`src/rtl/program_encoder_pkg.sv`:
```
// Shared ARMAria encoding constants: instruction IDs, opcodes and condition codes,
// plus the encoder session state type.
package program_encoder_pkg;

  typedef enum logic [2:0] {
    ST_IDLE,
    ST_RUN,
    ST_FULL,
    ST_DONE,
    ST_ERROR
  } enc_state_t;

  localparam int unsigned ID_LSL            = 1;
  localparam int unsigned ID_LSR            = 2;
  localparam int unsigned ID_ASR            = 3;
  localparam int unsigned ID_ADDSUB_FIRST   = 4;
  localparam int unsigned ID_ADDSUB_LAST    = 7;
  localparam int unsigned ID_IMM8_FIRST     = 8;
  localparam int unsigned ID_IMM8_LAST      = 11;
  localparam int unsigned ID_ALU_FIRST      = 12;
  localparam int unsigned ID_ALU_LAST       = 27;
  localparam int unsigned ID_HI4_FIRST      = 28;
  localparam int unsigned ID_HI4_LAST       = 30;
  localparam int unsigned ID_HI5_FIRST      = 31;
  localparam int unsigned ID_HI5_LAST       = 33;
  localparam int unsigned ID_HI6_FIRST      = 34;
  localparam int unsigned ID_HI6_LAST       = 37;
  localparam int unsigned ID_BX             = 38;
  localparam int unsigned ID_ADR            = 39;
  localparam int unsigned ID_LDST_REG_FIRST = 40;
  localparam int unsigned ID_LDST_REG_LAST  = 47;
  localparam int unsigned ID_LDST_IMM_FIRST = 48;
  localparam int unsigned ID_LDST_IMM_LAST  = 53;
  localparam int unsigned ID_LDST_SP_FIRST  = 54;
  localparam int unsigned ID_LDST_SP_LAST   = 57;
  localparam int unsigned ID_NOP            = 58;
  localparam int unsigned ID_EXT_FIRST      = 59;
  localparam int unsigned ID_EXT_LAST       = 62;
  localparam int unsigned ID_REV_FIRST      = 63;
  localparam int unsigned ID_REV_LAST       = 66;
  localparam int unsigned ID_PUSH           = 67;
  localparam int unsigned ID_POP            = 68;
  localparam int unsigned ID_SYS_REG        = 69;
  localparam int unsigned ID_SYS_HALT       = 70;
  localparam int unsigned ID_SYS_RET        = 71;
  localparam int unsigned ID_MULTI          = 72;
  localparam int unsigned ID_BCOND          = 73;
  localparam int unsigned ID_B              = 74;
  localparam int unsigned ID_BL             = 75;
  localparam int unsigned ID_BX_ALWAYS      = 76;
  localparam int unsigned ID_RESET          = 100;

  localparam logic [3:0] OP_SHIFT      = 4'h0;
  localparam logic [3:0] OP_ADDSUB     = 4'h1;
  localparam logic [3:0] OP_MOV        = 4'h2;
  localparam logic [3:0] OP_CMP        = 4'h3;
  localparam logic [3:0] OP_ALU        = 4'h4;
  localparam logic [3:0] OP_LDST_REG   = 4'h5;
  localparam logic [3:0] OP_LDST_IMM   = 4'h6;
  localparam logic [3:0] OP_LDST_SP_LO = 4'h9;
  localparam logic [3:0] OP_LDST_SP_HI = 4'hA;
  localparam logic [3:0] OP_MISC       = 4'hB;
  localparam logic [3:0] OP_MULTI      = 4'hC;
  localparam logic [3:0] OP_BCOND      = 4'hD;
  localparam logic [3:0] OP_BRANCH     = 4'hE;
  localparam logic [3:0] OP_SYSTEM     = 4'hF;

  localparam logic [3:0] COND_ALWAYS   = 4'hE;

endpackage

```
`src/rtl/instruction_field_encoder.sv`:
```
// Combinational encoder: decoded instruction fields -> 16-bit ARMAria word plus
// a flag telling whether the ID has an encoding at all.
module instruction_field_encoder
  import program_encoder_pkg::*;
#(
  parameter int unsigned INSTRUCTION_WIDTH      = 16,
  parameter int unsigned ID_WIDTH               = 7,
  parameter int unsigned REGISTER_WIDTH         = 4,
  parameter int unsigned OFFSET_WIDTH           = 12,
  parameter int unsigned BRANCH_CONDITION_WIDTH = 5
) (
  input  logic [ID_WIDTH-1:0]               id,
  input  logic [REGISTER_WIDTH-1:0]         reg_d,
  input  logic [REGISTER_WIDTH-1:0]         reg_a,
  input  logic [REGISTER_WIDTH-1:0]         reg_b,
  input  logic [OFFSET_WIDTH-1:0]           offset,
  input  logic [BRANCH_CONDITION_WIDTH-1:0] cond,
  output logic [INSTRUCTION_WIDTH-1:0]      word,
  output logic                              valid
);

  logic [2:0]          d, a, b;
  logic [ID_WIDTH-1:0] rel;
  logic [3:0]          op;
  int unsigned         id_n;
  logic                unused_fields;

  assign d = reg_d[2:0];
  assign a = reg_a[2:0];
  assign b = reg_b[2:0];
  // Out-of-range field bits are truncated by design.
  assign unused_fields = ^{reg_d[REGISTER_WIDTH-1:3], reg_a[REGISTER_WIDTH-1:3],
                           reg_b[REGISTER_WIDTH-1:3], offset[OFFSET_WIDTH-1:8],
                           cond[BRANCH_CONDITION_WIDTH-1:4]};

  always_comb begin
    word  = '0;
    valid = 1'b1;
    rel   = '0;
    op    = '0;
    id_n  = 32'(id);
    case (id_n) inside
      [ID_LSL:ID_ASR]:
        word = {(id_n == ID_ASR) ? OP_ADDSUB : OP_SHIFT, id_n == ID_LSR, offset[4:0], a, d};
      [ID_ADDSUB_FIRST:ID_ADDSUB_LAST]:
        word = {OP_ADDSUB, 1'b1, id[1:0], id[1] ? offset[2:0] : b, a, d};
      [ID_IMM8_FIRST:ID_IMM8_LAST]:
        word = {id[1] ? OP_CMP : OP_MOV, id[0], d, offset[7:0]};
      [ID_ALU_FIRST:ID_ALU_LAST]: begin
        rel  = id - ID_WIDTH'(ID_ALU_FIRST);
        word = {OP_ALU, rel[5:2], rel[1:0], b, d};
      end
      [ID_HI4_FIRST:ID_HI4_LAST]: begin
        rel  = id - ID_WIDTH'(ID_HI4_FIRST - 1);
        word = {OP_ALU, 4'h4, rel[1:0], b, d};
      end
      [ID_HI5_FIRST:ID_HI5_LAST]: begin
        rel  = id - ID_WIDTH'(ID_HI5_FIRST - 1);
        word = {OP_ALU, 4'h5, rel[1:0], b, d};
      end
      [ID_HI6_FIRST:ID_HI6_LAST]: begin
        rel  = id - ID_WIDTH'(ID_HI6_FIRST);
        word = {OP_ALU, 4'h6, rel[1:0], b, d};
      end
      ID_BX, ID_BX_ALWAYS:
        word = {OP_ALU, 4'h7, (id_n == ID_BX) ? cond[3:0] : 4'hF, 1'b0, b};
      ID_ADR:
        word = {OP_ALU, 1'b1, d, offset[7:0]};
      [ID_LDST_REG_FIRST:ID_LDST_REG_LAST]: begin
        rel  = id - ID_WIDTH'(ID_LDST_REG_FIRST);
        word = {OP_LDST_REG, rel[2:0], b, a, d};
      end
      [ID_LDST_IMM_FIRST:ID_LDST_IMM_LAST]: begin
        rel  = id - ID_WIDTH'(ID_LDST_IMM_FIRST);
        op   = OP_LDST_IMM + {2'b00, rel[2:1]};
        word = {op, id[0], offset[4:0], a, d};
      end
      [ID_LDST_SP_FIRST:ID_LDST_SP_LAST]: begin
        rel  = id - ID_WIDTH'(ID_LDST_SP_FIRST);
        word = {rel[1] ? OP_LDST_SP_HI : OP_LDST_SP_LO, id[0], d, offset[7:0]};
      end
      ID_NOP:
        word = {OP_MISC, 12'h000};
      [ID_EXT_FIRST:ID_EXT_LAST]: begin
        rel  = id - ID_WIDTH'(ID_EXT_FIRST);
        word = {OP_MISC, 4'h2, rel[1:0], b, d};
      end
      [ID_REV_FIRST:ID_REV_LAST]: begin
        rel  = id - ID_WIDTH'(ID_REV_FIRST);
        word = {OP_MISC, 4'hA, rel[1:0], b, d};
      end
      ID_PUSH:     word = {OP_MISC, 4'h4, 5'b00000, d};
      ID_POP:      word = {OP_MISC, 4'hD, 5'b00000, d};
      ID_SYS_REG:  word = {OP_MISC, 4'hE, 5'b00000, d};
      ID_SYS_HALT: word = {OP_MISC, 4'hE, 8'h40};
      ID_SYS_RET:  word = {OP_MISC, 4'hE, 5'b10000, d};
      ID_MULTI:    word = {OP_MULTI, 12'h000};
      ID_BCOND:    word = {OP_BCOND, cond[3:0], offset[7:0]};
      ID_B:        word = {OP_BRANCH, 12'h000};
      ID_BL:       word = {OP_BRANCH, 12'h800};
      ID_RESET:    word = {OP_SYSTEM, 12'hFFF};
      default:     valid = 1'b0;
    endcase
  end

endmodule

```
`src/rtl/program_encoder.sv`:
```
// Program writer: accepts decoded field bundles, encodes them and streams the
// words to consecutive instruction-memory addresses within a start/finish session.
module program_encoder
  import program_encoder_pkg::*;
#(
  parameter int unsigned INSTRUCTION_WIDTH      = 16,
  parameter int unsigned ID_WIDTH               = 7,
  parameter int unsigned REGISTER_WIDTH         = 4,
  parameter int unsigned OFFSET_WIDTH           = 12,
  parameter int unsigned BRANCH_CONDITION_WIDTH = 5,
  parameter int unsigned ADDR_WIDTH             = 11
) (
  input  logic                              clock,
  input  logic                              reset,
  input  logic                              start,
  input  logic [ADDR_WIDTH-1:0]             base_addr,
  input  logic                              finish,
  input  logic                              in_valid,
  output logic                              in_ready,
  input  logic [ID_WIDTH-1:0]               ID,
  input  logic [REGISTER_WIDTH-1:0]         RegD,
  input  logic [REGISTER_WIDTH-1:0]         RegA,
  input  logic [REGISTER_WIDTH-1:0]         RegB,
  input  logic [OFFSET_WIDTH-1:0]           Offset,
  input  logic [BRANCH_CONDITION_WIDTH-1:0] branch_condition,
  output logic                              mem_we,
  output logic [ADDR_WIDTH-1:0]             mem_addr,
  output logic [INSTRUCTION_WIDTH-1:0]      mem_data,
  output logic [ADDR_WIDTH:0]               word_count,
  output logic                              busy,
  output logic                              done,
  output logic                              error
);

  enc_state_t                   state, nxt;
  logic [ADDR_WIDTH-1:0]        wr_addr;
  logic [INSTRUCTION_WIDTH-1:0] enc_word;
  logic                         enc_valid;
  logic                         accept, write_en;

  instruction_field_encoder #(
    .INSTRUCTION_WIDTH      (INSTRUCTION_WIDTH),
    .ID_WIDTH               (ID_WIDTH),
    .REGISTER_WIDTH         (REGISTER_WIDTH),
    .OFFSET_WIDTH           (OFFSET_WIDTH),
    .BRANCH_CONDITION_WIDTH (BRANCH_CONDITION_WIDTH)
  ) u_field_encoder (
    .id     (ID),
    .reg_d  (RegD),
    .reg_a  (RegA),
    .reg_b  (RegB),
    .offset (Offset),
    .cond   (branch_condition),
    .word   (enc_word),
    .valid  (enc_valid)
  );

  // A restart request discards any bundle offered in the same cycle.
  assign accept   = in_valid & in_ready & ~start;
  assign write_en = accept & enc_valid;

  always_comb begin
    nxt = state;
    if (start) begin
      nxt = ST_RUN;
    end else begin
      case (state)
        ST_RUN: begin
          if (accept && !enc_valid)             nxt = ST_ERROR;
          else if (finish)                      nxt = ST_DONE;
          else if (write_en && wr_addr == '1)   nxt = ST_FULL;
        end
        ST_FULL: if (finish) nxt = ST_DONE;
        default: ;
      endcase
    end
  end

  always_ff @(posedge clock or posedge reset) begin
    if (reset) begin
      state      <= ST_IDLE;
      in_ready   <= 1'b0;
      busy       <= 1'b0;
      done       <= 1'b0;
      error      <= 1'b0;
      mem_we     <= 1'b0;
      mem_addr   <= '0;
      mem_data   <= '0;
      word_count <= '0;
      wr_addr    <= '0;
    end else begin
      state    <= nxt;
      in_ready <= (nxt == ST_RUN);
      busy     <= (nxt == ST_RUN) || (nxt == ST_FULL);
      done     <= (nxt == ST_DONE);
      error    <= (nxt == ST_ERROR);
      mem_we   <= write_en;
      if (start) begin
        wr_addr    <= base_addr;
        word_count <= '0;
      end else if (write_en) begin
        mem_addr   <= wr_addr;
        mem_data   <= enc_word;
        wr_addr    <= wr_addr + ADDR_WIDTH'(1);
        word_count <= word_count + (ADDR_WIDTH + 1)'(1);
      end
    end
  end

endmodule

```
`config.mk`:
```
export PLATFORM = sky130hd
export DESIGN_NAME = program_encoder
export DESIGN_NICKNAME = d
export VERILOG_FILES = /design/src/rtl/program_encoder_pkg.sv /design/src/rtl/instruction_field_encoder.sv /design/src/rtl/program_encoder.sv
export SDC_FILE = /design/constraint.sdc
export NUM_CORES = 1
export LEC_CHECK = 0
export CORE_MARGIN = 10
export CORE_UTILIZATION = 49
export CTS_BUF_LIST = sky130_fd_sc_hd__clkbuf_4
export CTS_CLUSTER_DIAMETER = 80
export DETAILED_ROUTE_END_ITERATION = 10
export GPL_ROUTABILITY_DRIVEN = 1
export GPL_TIMING_DRIVEN = 0
export PLACE_DENSITY_LB_ADDON = 0.05
export SLEW_MARGIN = 30
export SYNTH_ARGS = -nofsm -noshare
export SYNTH_HDL_FRONTEND = slang
export SYNTH_SLANG_ARGS = --single-unit
```
`constraint.sdc`:
```
create_clock -name clock -period 1.66 [get_ports clock]
set_input_delay 0.249 -clock clock [delete_from_list [all_inputs] [get_ports clock]]
set_output_delay 0.249 -clock clock [all_outputs]
set_load 0.01 [all_outputs]
```
Yosys cells after proc, flatten, opt, wreduce, memory -nomap -nowiden --
Cells that the tools add are included.
Word-level totals: bits of input ports 52, output and inout bits 44, flip-flop bits (word level) 58, logic and storage cells 157
Cells by class: reduce and logical (&&, ||, !) cells 19, eq/ne operators 23, bitwise operators 4, order comparisons 24, muxes and demuxes 65, add/subtract/negate cells 12
Operators by type and width (count):
- 16-bit 2-to-1 mux | 25
- 7-bit == test, second input constant | 11
- 7-bit by 6-bit >= comparator with 1-bit output, second input constant | 6
- 7-bit by 6-bit less-or-equal comparator with 1-bit output, second input constant | 6
- 1-bit 2-to-1 mux | 27
- 12-bit 2-to-1 mux | 2
- 11-bit 2-to-1 mux | 2
- 7-bit by 6-bit == test with 1-bit output, second input constant | 3
- 3-bit 2-to-1 mux | 6
- 7-bit by 2-bit == test with 1-bit output, second input constant | 2
- 7-bit by 4-bit >= comparator with 1-bit output, second input constant | 2
- 7-bit by 5-bit >= comparator with 1-bit output, second input constant | 2
- 7-bit by 5-bit less-or-equal comparator with 1-bit output, second input constant | 2
- 1-bit logical AND | 14
- 12-bit by 1-bit adder with 12-bit output, second input constant | 1
- 2-bit subtractor, second input constant | 6
- 11-bit by 1-bit adder with 11-bit output, second input constant | 1
- 11-bit == test, second input constant | 1
- 3-bit by 2-bit == test with 1-bit output, second input constant | 3
- 7-bit by 1-bit >= comparator with 1-bit output, second input constant | 1
- 7-bit by 3-bit >= comparator with 1-bit output, second input constant | 1
- 7-bit by 2-bit less-or-equal comparator with 1-bit output, second input constant | 1
- 7-bit by 3-bit less-or-equal comparator with 1-bit output, second input constant | 1
- 7-bit by 4-bit less-or-equal comparator with 1-bit output, second input constant | 1
- other kinds (16) | 20

Longest topological paths before layout --
Gate-level depths: netlist of run 1.
word-level depth 35, gate-level depth with buffers 17, depth with buffers taken out 12

Modules after synthesis --
A second synthesis of run 1 with hierarchy kept.
Unflattened totals: cell total of the unflattened synthesis 596, area total of the unflattened synthesis 4916.0 sq um
By module, submodules not included:
- program_encoder | times used 1, cells each 223, seq. area each 1451.4 sq um, area an instance 2592.5 sq um
- instruction_field_encoder | times used 1, cells each 373, seq. area each 0.0 sq um, area an instance 2323.5 sq um

Least setup slack after synthesis of run 1 --
OpenSTA, ideal clock, no wires.
path type in2reg, start input port ID[1], end register mem_addr[0], required time 1.535 ns, buffers on the path 4, path slack -1.505 ns, library setup time 0.125 ns, arrival time 3.040 ns, stages 14, path through buf_2 > buf_1 > inv_1 > ha_1 > clkbuf_1 > or4_1 > a22o_1 > inv_1 > and4_1 > nand3_4 > nand2_4 > inv_2 > buf_6 > mux2_4
On the way: cells in the longest elaborated chain, start to end 28, elaborated cells on any way between the ends 78, those cells by class order compare: 24; eq/ne: 14; mux: 25; bitwise: 1; reduce/logical: 14
RTL lines:
- start, declared | line program_encoder.sv:20 | input logic [ID_WIDTH-1:0] ID,
- 7-bit == test (no line)
- 1-bit 2-to-1 mux (24 in a row) | line instruction_field_encoder.sv:42 | case (id_n) inside
- 1-bit 2-to-1 mux (*) | line instruction_field_encoder.sv:42
- 1-bit bitwise AND (*) | line program_encoder.sv:60 | assign write_en = accept & enc_valid;
- 2-bit AND reduction (no line) (*)
- end signal, assigned | line program_encoder.sv:102 | mem_addr <= wr_addr;
- end, declared | line program_encoder.sv:27 | output logic [ADDR_WIDTH-1:0] mem_addr,
Mark *: on every way between the ends. The rest lies on a longest branch, timed or not. A chain may end at the register's enable or synchronous reset.

Worst setup path after layout of run 1 --
start input port ID[0], end register busy
On the way: cells in the longest elaborated chain, start to end 35, elaborated cells on any way between the ends 88, those cells by class order compare: 24; eq/ne: 16; mux: 30; bitwise: 1; reduce/logical: 17
RTL lines:
- 7-bit == test (no line)
- 1-bit 2-to-1 mux (24 in a row) | line instruction_field_encoder.sv:42
- 1-bit 2-to-1 mux (*) | line instruction_field_encoder.sv:42
- 1-bit bitwise AND | line program_encoder.sv:60
- 1-bit logical AND | line program_encoder.sv:71 | else if (write_en && wr_addr == '1) nxt = ST_FULL;
- 3-bit 2-to-1 mux | line program_encoder.sv:71
- 3-bit 2-to-1 mux | line program_encoder.sv:70 | else if (finish) nxt = ST_DONE;
- 3-bit 2-to-1 mux (*) | line program_encoder.sv:69 | if (accept && !enc_valid) nxt = ST_ERROR;
- 3-bit case mux with 2 select lines (*) | line program_encoder.sv:67 | case (state)
- 3-bit 2-to-1 mux (*) | line program_encoder.sv:64 | if (start) begin
- via nxt[1] | line program_encoder.sv:35 | enc_state_t state, nxt;
- 3-bit by 1-bit == test with 1-bit output / 3-bit by 2-bit == test with 1-bit output (equally long branches) | line program_encoder.sv:94 | busy <= (nxt == ST_RUN) || (nxt == ST_FULL);
- 1-bit logical OR (*) | line program_encoder.sv:94
- end signal, assigned | line program_encoder.sv:94
- end, declared | line program_encoder.sv:30 | output logic busy,
Mark *: on every way through the listed nets, which the timed path passes. The rest lies on a longest branch.

==> results of run 1 <==
sequential cells by signal (all words and copies together) (netlist names):
| signal | count |
|---|---|
| mem_data | 16 |
| word_count | 12 |
| mem_addr | 11 |
| wr_addr | 11 |
| state | 3 |
| busy | 1 |
| done | 1 |
| error | 1 |
| in_ready | 1 |
| mem_we | 1 |
through the flow:
step | cells | power [mW] | util, % | area (sq um)
6_report | 878 | 5.54 | 77.5 | 7160
5_1_grt | 878 | 5.83 | 77.5 | 7160
4_1_cts | 863 | 5.39 | 74.0 | 6840
3_5_place_dp | 787 | 4.36 | 64.4 | 5950
3_3_place_gp | 785 | 4.27 | 63.8 | 5890
2_1_floorplan | 570 | 3.17 | - | 4870
metal layers:
| layer | GRT usage (%) | vias to the layer above | wire length [microns] |
|---|---|---|---|
| met5 | 0 | - | 0 |
| met3 | 4.75 | 89 | 1480 |
| met1 | 28.0 | 2695 | 6990 |
| li1 | - | 2498 | - |
| met4 | 15.6 | 0 | 1000 |
| met2 | 43.5 | 362 | 9160 |
cell usage after synthesis (7+ instances only):
library cell  count  area (sq um)
a21oi_1          39           195
nor2_1           45           169
and2_1           10          62.6
nor3_1           10          50.1
o21ai_1          14          70.1
o21ai_0          39           195
o211ai_1         21           158
a31oi_1           9          56.3
nand3_1          18          90.1
dfrtp_1          58          1450
mux2_4           11           165
xor2_1           16           140
clkbuf_1         19          71.3
inv_1            15          56.3
ha_1             10           125
o21a_1            7          52.6
and3_1           13          81.3
nand2_1          66           248
o22ai_1           8          50.1
o221ai_1          7          61.3
buf_2             8          40.0
nand4_1          18           113
power by group through the flow:
stage               clock network, mW  registers, mW  logic [mW]
global placement                    0           2.05        2.22
CTS                             0.859           2.05        2.48
floorplan                           0           2.19       0.982
global route                    0.931           2.11        2.79
detailed placement                  0           2.08        2.28
finish                          0.853           2.06        2.62
cell usage in the layout (no fill, tap or decap), types with 7 or more instances in the layout:
cell,netlist,routed
a21oi_1,39,35
a31oi_1,9,8
and3_1,13,12
buf_4,0,76
buf_6,5,9
clkbuf_4,0,10
clkdlybuf4s50_1,0,72
dfrtp_1,58,57
dlymetal6s2s_1,0,8
inv_1,15,9
mux2_4,11,11
nand2_1,66,60
nand3_1,18,16
nand4_1,18,18
nor2_1,45,41
o211ai_1,21,21
o21a_1,7,7
o21ai_0,39,31
o21ai_1,14,18
xor2_1,16,16
area by class of cell:
cell class                 count  area [sq um]
inverter                      16          86.3
multi-input combinational    461          3470
tap                          129           161
fill                         647          2080
antenna                        1          2.50
clock inverter                 6          33.8
timing repair buffer         166          1550
sequential                    58          1450
buffer                        31           322
clock buffer                  10          75.1
worst reg2reg max path: stages (launching register included):
cell      delay [ps]
dfrtp_1          440
and3_1           220
and3_1           220
and3_1           210
nand4_1          180
o21a_1           250
a211oi_4         280
o21a_1           200
and2_1           130
cells by family after synthesis:
family	Yosys count	share of synthesized area, %
and+or+nand+nor	220	24.7
AOI/OAI and AO/OA	197	28.4
DFF	58	31.1
buffers and inverters	51	5.13
xor gates and xnor gates	20	3.76
muxes	14	4.21
adders and majority gates	10	2.68
worst min path at each step:
stage | start | end | slack, ps
6_report | reset | done | 180
5_1_grt | reset | mem_addr[3] | 190
4_1_cts | reset | done | 170
3_5_place_dp | mem_data[6] | mem_data[6] | 500
3_3_place_gp | mem_data[14] | mem_data[14] | 490
2_1_floorplan | reset | busy | 340
what timing repair did:
| item | 4_1_cts | 5_1_grt |
|---|---|---|
| pin swaps | 37 | 26 |
| hold buffers | 0 | 0 |
| hold endpoints to repair | 0 | 0 |
| setup endpoints to repair | 61 | 68 |
| buffers inserted | 61 | 16 |
| cloned | 2 | 0 |
| gates resized for setup | 117 | 51 |
==> key figures, run 1 <==
Setup path
  • CP most frequent cell: buf_8
  • Crit-path cells: buf_8 -> buf_8 -> clkbuf_16 -> inv_8 -> ha_4 -> or4_4 -> a22o_4 -> inv_2 -> and4_4 -> nand3_4 -> buf_12 -> nor3_4 -> nor3_2 -> a211oi_2
  • CP max stage delay: 550 ps
  • Reg-to-Reg Start: wr_addr[4]
  • Critical Path End: busy
  • Worst setup SP type: input port
  • Crit path DAT: 2700 ps
  • Stages on worst setup path: 14
  • Setup crit end kind: register
  • Crit path kind: in -> reg
  • CP max FO: 4
  • R2R Path End: error
  • CP startpoint: ID[0]
  • Setup slack, reg-to-reg: -500 ps
  • R2r worst-path depth: 8
  • Worst path top cell family by delay: simple AND/OR/NAND/NOR gates
  • Max stage delay cell, worst path: or4_4
  • CP bufs+invs: 6
  • Worst Path Required: 2000 ps

STA
  • Worst-margin pin slew: 613 ps
  • Final worst-path cycle share: 142%
  • Post-route setup slack: -705 ps
  • Final hold slack: 176 ps
  • Fmax: 423 MHz
  • Count of final setup violators: 58
  • Setup Skew: 12.0 ps
  • RSZ-0062 raised after global routing: yes
  • Fin. max-slew vios: 0
  • Slew Limit Headroom: 58.8%
  • Fin Setup TNS: -35780 ps
  • Fin. Hold Viols: 0
  • Final worst path period need: 2360 ps

Job
  • Max-cap viol count: 0

CTS
  • Clock Latency Late Sink: 410 ps
  • Worst-case clock buffer depth: 2
  • CTS H-tree depth: 3
  • Cts bufs inserted: 9
  • CTS Root Buffer Type: clkbuf_4
  • CTS tree: done
  • Num Clock Sinks: 58
  • Clock-pin slew on the worst setup and hold paths: 100 ps

Detailed routing
  • DRC: 0
  • DR WL/cell: 21.2 microns
  • Antenna Nets Post-Route: 0
  • Vias: 5644
  • First-pass detailed-route iteration total: 5
  • DR iter-0 viols: 768
  • Final WL: 18.6 mm
  • Vias per cell: 6.43

Power and ir drop
  • Int Pwr: 3.56 mW
  • Comb power frac: 47.4%
  • Pleak: 3.06 nW
  • Clock network fraction of total power: 15.4%
  • Worst VDD drop: 488 uV
  • NetSw: 1.98 mW
  • Pwr per Cell Area: 774 nW/um^2
  • Sw Ratio: 35.8%
  • Sequential power share: 37.2%

Place
  • Worst slack, placed: -2180 ps
  • Port Buffers: 86
  • Final RePlAce weighted congestion: 1.00
  • Detailed Place HPWL: 13.1 mm

Floorplan
  • Core area: 9240 sq um
  • Initial Util: 50.5%
  • Row cnt: 35
  • Die height: 118 microns
  • Die Wd: 118 microns
  • Die area: 13800 sq um
  • I/O pin total: 96

GRT
  • Grt ovf: 0
  • Initial antenna violation count: 1
  • Gr usage total: 25.2%
  • First-pass GRT wire length: 29.0 mm
  • Largest net degree at the start of global routing: 23
  • Vias in the first global route: 5602

Yosys
  • Syn_nets: 632
  • Syn Inst Count: 570
  • Synth Cell Area: 4660 sq um
  • Yosys cell types: 74
  • Predominant post-synthesis flop cell: dfrtp_1
  • Mapped Avg Cell Area: 8.18 sq um
  • Post-synthesis sequential area ratio: 31.1%
  • Post-synthesis async set-or-reset flop share: 100%
  • Yosys reg bits: 58
  • YS warnings: 0
  • Number of synthesized flops with an enable pin: 0

Hold path
  • Worst hold path class: in -> async

Final layout
  • Area delta synth->final: 53.5%
  • Share of cells above drive strength 1: 31.6%
  • Nets: 805

Status
  • Result of the run: complete, but fails checks
  • Violated checks: setup timing
No activity file was read; power rests on OpenSTA's default activity.
==> run 2, diff against run 1 <==
REMOVE_ABC_BUFFERS = 1   (was not set)
==> run 2 against run 1 <==
The run still ends with setup timing left. Clock-buffer cell count is 1 lower. Via count is 0.89% lower. Worst hold slack worse by 15 ps. Maximum frequency is 0.39% lower. Combinational power is 3% higher. Clock power is 64% higher. Largest cell class unchanged. Largest power group unchanged.
==> key figures, run 2 (synthesis gave the netlist of run 1 again) <==
STA
  • Worst-margin pin slew: 884 ps
  • Fin. max-slew vios: 0
  • Final worst path period need: 2370 ps
  • Setup Skew: 28.0 ps
  • Slew Limit Headroom: 40.6%
  • Final hold slack: 161 ps
  • Post-route setup slack: -714 ps
  • Count of final setup violators: 58
  • RSZ-0062 raised after global routing: yes
  • Fmax: 421 MHz
  • Fin. Hold Viols: 0
  • Final worst-path cycle share: 143%

Detailed routing
  • Vias per cell: 6.72
  • DR iter-0 viols: 758
  • First-pass detailed-route iteration total: 8
  • DR WL/cell: 23.3 microns
  • DRC: 0
  • Antenna Nets Post-Route: 0
  • Final WL: 19.4 mm
  • Vias: 5594

Final layout
  • Final cell count without fillers: 833
  • Regs by FF count: mem_data x16, word_count x12
  • Fin area: 7070 sq um
  • Commonest non-fill, non-tap cell in the layout: clkdlybuf4s50_1
  • Most frequent cells in the layout: clkdlybuf4s50_1, dfrtp_1, nand2_1
  • Filler Cells Inserted: 652
  • Largest register by flop count: mem_data
  • Core Util, Final: 76.5%
  • Area delta synth->final: 51.7%
  • Max reg flops: 16
  • Nets: 761
  • # diodes: 0
  • Share of cells above drive strength 1: 28.8%

Floorplan
  • Die height: 118 microns
  • Die area: 13800 sq um
  • Core area: 9240 sq um
  • Row cnt: 35
  • I/O pin total: 96
  • Die Wd: 118 microns
  • Initial Util: 50.5%

CTS
  • Worst-case clock buffer depth: 2
  • Clock Latency Late Sink: 410 ps
  • CTS H-tree depth: 3
  • Hold-fix buffers, CTS: 0
  • CTS Root Buffer Type: clkbuf_4
  • Num Clock Sinks: 58
  • CTS tree: done
  • Cts bufs inserted: 9
  • Clock-pin slew on the worst setup and hold paths: 130 ps

GRT
  • First-pass GRT wire length: 30.3 mm
  • Initial antenna violation count: 0
  • Largest net degree at the start of global routing: 36
  • Vias in the first global route: 5398
  • Grt ovf: 0
  • Gr usage total: 26.5%

Hold path
  • Worst hold path class: in -> async

Status
  • Violated checks: setup timing
  • Result of the run: complete, but fails checks

Job
  • Max-cap viol count: 0

Place
  • Final RePlAce weighted congestion: 0.999
  • Detailed Place HPWL: 12.1 mm
  • Port Buffers: 87
  • Post-DP Area: 5540 sq um
  • Placed Cells: 752

Setup path
  • CP max FO: 5
  • Worst setup SP type: input port
  • R2r worst-path depth: 8
  • Worst Path Required: 2010 ps
  • Crit path kind: in -> reg
  • Crit path DAT: 2730 ps
  • Setup crit end kind: register

Power and ir drop
  • Worst VDD drop: 542 uV
  • Pleak: 2.99 nW
  • Pwr per Cell Area: 875 nW/um^2
## run 2: area by class of cell
| cell class | count | area (sq um) | share of cell area, % |
|---|---|---|---|
| Clock buffer | 9 | 67.6 | 0.955 |
| Clock inverter | 7 | 125 | 1.77 |
| Inverter | 16 | 91.3 | 1.29 |
| Multi-Input combinational cell | 461 | 3510 | 49.6 |
| Sequential cell | 58 | 1450 | 20.5 |
| Tap cell | 129 | 161 | 2.28 |
| Timing Repair Buffer | 147 | 1580 | 22.3 |
| Timing Repair inverter | 6 | 87.6 | 1.24 |
## run 2: layer usage
layer	track usage [%]	routed length (microns)	share of wire (%)
met5	0	0	0
met4	12.0	1010	5.2
met3	7.34	2150	11
met2	40.6	8680	45
met1	33.8	7540	39
## run 2: repair_timing
item,4_1_cts,5_1_grt
setup endpoints to repair,62,70
pin swaps,54,41
gates resized for setup,185,50
cloned,8,1
setup buffers,42,15
## run 2: per-stage QoR
step / total power [mW] / setup WS [ps] / setup TNS [ps]
global route: 6.48 / -743 / -36060
floorplan: 3.05 / -1350 / -59620
global placement: 4.17 / -3440 / -239200
detailed placement: 4.23 / -3410 / -175040
finish: 6.19 / -714 / -34250
CTS: 6.03 / -613 / -30280
## run 2: power breakdown
part           switching, mW  internal, mW  total, mW
clock                  0.622         0.775       1.40
sequential             0.294          1.79       2.09
combinational           1.23          1.48       2.71
total                   2.15          4.05       6.19
## run 2: final timing paths
| check | from | to | slack [ps] |
|---|---|---|---|
| max | ID[1] | error | -710 |
| min | reset | word_count[3] | 160 |
| max reg2reg | wr_addr[4] | error | -520 |
| min reg2reg | mem_data[7] | mem_data[7] | 510 |
| max in group asynchronous | reset | mem_data[13] | 1010 |
| min in group clock | start | word_count[4] | 360 |
## run 2: worst max-delay path: stages
cell	delay, ps
buf_16	90
clkinvlp_4	160
ha_4	230
or4_4	530
a22o_4	270
inv_2	70
and4_4	220
nand3_4	120
buf_12	160
a211oi_4	290
o21a_1	210
and2_1	130
==> RTL change (config.mk and constraints of run 1) <==
Remove the register `error`: a continuous assignment takes its place, so the output `error` follows one clock earlier.
--- a/src/rtl/program_encoder.sv
+++ b/src/rtl/program_encoder.sv
@@ -82,7 +82,6 @@
       in_ready   <= 1'b0;
       busy       <= 1'b0;
       done       <= 1'b0;
-      error      <= 1'b0;
       mem_we     <= 1'b0;
       mem_addr   <= '0;
       mem_data   <= '0;
@@ -93,7 +92,6 @@
       in_ready <= (nxt == ST_RUN);
       busy     <= (nxt == ST_RUN) || (nxt == ST_FULL);
       done     <= (nxt == ST_DONE);
-      error    <= (nxt == ST_ERROR);
       mem_we   <= write_en;
       if (start) begin
         wr_addr    <= base_addr;
@@ -107,5 +105,7 @@
     end
   end
 
+  assign error = (nxt == ST_ERROR);
+
 endmodule
 
Function: changed (Yosys sat finds a counterexample within 4 cycles, from zero or initial values and one cycle with reset high).
==> RTL change against run 1 <==
The flow now stops in global routing; area after synthesis up 8.7%.
==> RTL change: results (changes against run 1) <==
* Post-GRT worst EP: error
* Synth top area cells: dfrtp_1 28%, nand2_1 6.7%, nor2_1 3.8% (was dfrtp_1 31%, nand2_1 5.3%, a21oi_1 4.2%)
* DP Wirelength at 16600 µm (was 13100 µm)
* Post-synth ARST share at 100% (unchanged)
* Leading cell types by count after synthesis: 90 x nand2_1, 57 x dfrtp_1, 52 x nor2_1 (was 66 x nand2_1, 58 x dfrtp_1, 45 x nor2_1)
* Worst EP kind: output port
* Halt Stage: global routing
* Clock Sink Count at 57 (was 58)
* Prevailing post-synth register cell: dfrtp_1 (unchanged)
* GP Congestion at 0.991 (was 1.00)
* Largest net degree at the start of global routing at 49
* Log Error: [ERROR GRT-0232] Routing congestion too high. Check the congestion heatmap in the GUI.
* Gr ovfl total at 32
* Synth Warn # at 0 (unchanged)
* Number of synthesized flops with an enable pin at 0 (unchanged)
* Htree depth at 3 (unchanged)
* Syn nets at 718 (was 632)
* Sequential area share after synthesis at 28.1% (was 31.1%)
* Status: did not finish (was finished, violations left)
* Clock Tree Buf Depth at 2 (unchanged)
* Clock root buffer: clkbuf_4 (unchanged)
* Total CTS buffers at 9 (unchanged)
* IO Port Bufs at 85 (was 86)
* GRT Overall Usage at 63.8%
* Cell variety after synth at 87 (was 74)
## RTL change: cell count changes after synthesis, sizes merged, moves of 10 or more
cell | run 1 | this run
a21oi | 39 | 28
nand2 | 67 | 90
nand3 | 19 | 32
nand4 | 18 | 7
nor3 | 11 | 21
o21ai | 53 | 40
xor2 | 16 | 0
## RTL change: per-layer routing
layer  GRT usage (%)  GRT overflow
met5            14.5             0
met4            57.6            20
met3            54.3             1
met2            78.8            11
met1            63.7             0
## RTL change: cells by family after synthesis
| kind of cell | Yosys count | share of synthesized area (%) |
|---|---|---|
| AND/OR/NAND/NOR | 290 | 30.1 |
| AO/OA/AOI/OAI | 219 | 31.1 |
| buffers and inverters | 69 | 5.92 |
| flip-flops | 57 | 28.1 |
| adder cells (fa/ha/maj) | 10 | 2.47 |
| multiplexers | 8 | 1.73 |
| XOR/XNOR | 3 | 0.518 |
## RTL change: what timing repair did
item                       CTS
hold buffers                 0
buffers inserted            91
cloned                       9
setup endpoints to repair   65
pin swaps                   66
gates resized for setup    242
## RTL change: metrics by stage
stage	setup slack (ns)	instances	utilization [%]	area, µm²	hold WS [ns]
2_1_floorplan	-0.791	656	-	5580	0.370
4_1_cts	-0.972	990	82.8	8430	0.0642
3_5_place_dp	-2.62	878	65.1	6630	0.469
3_3_place_gp	-2.65	877	64.8	6600	0.457
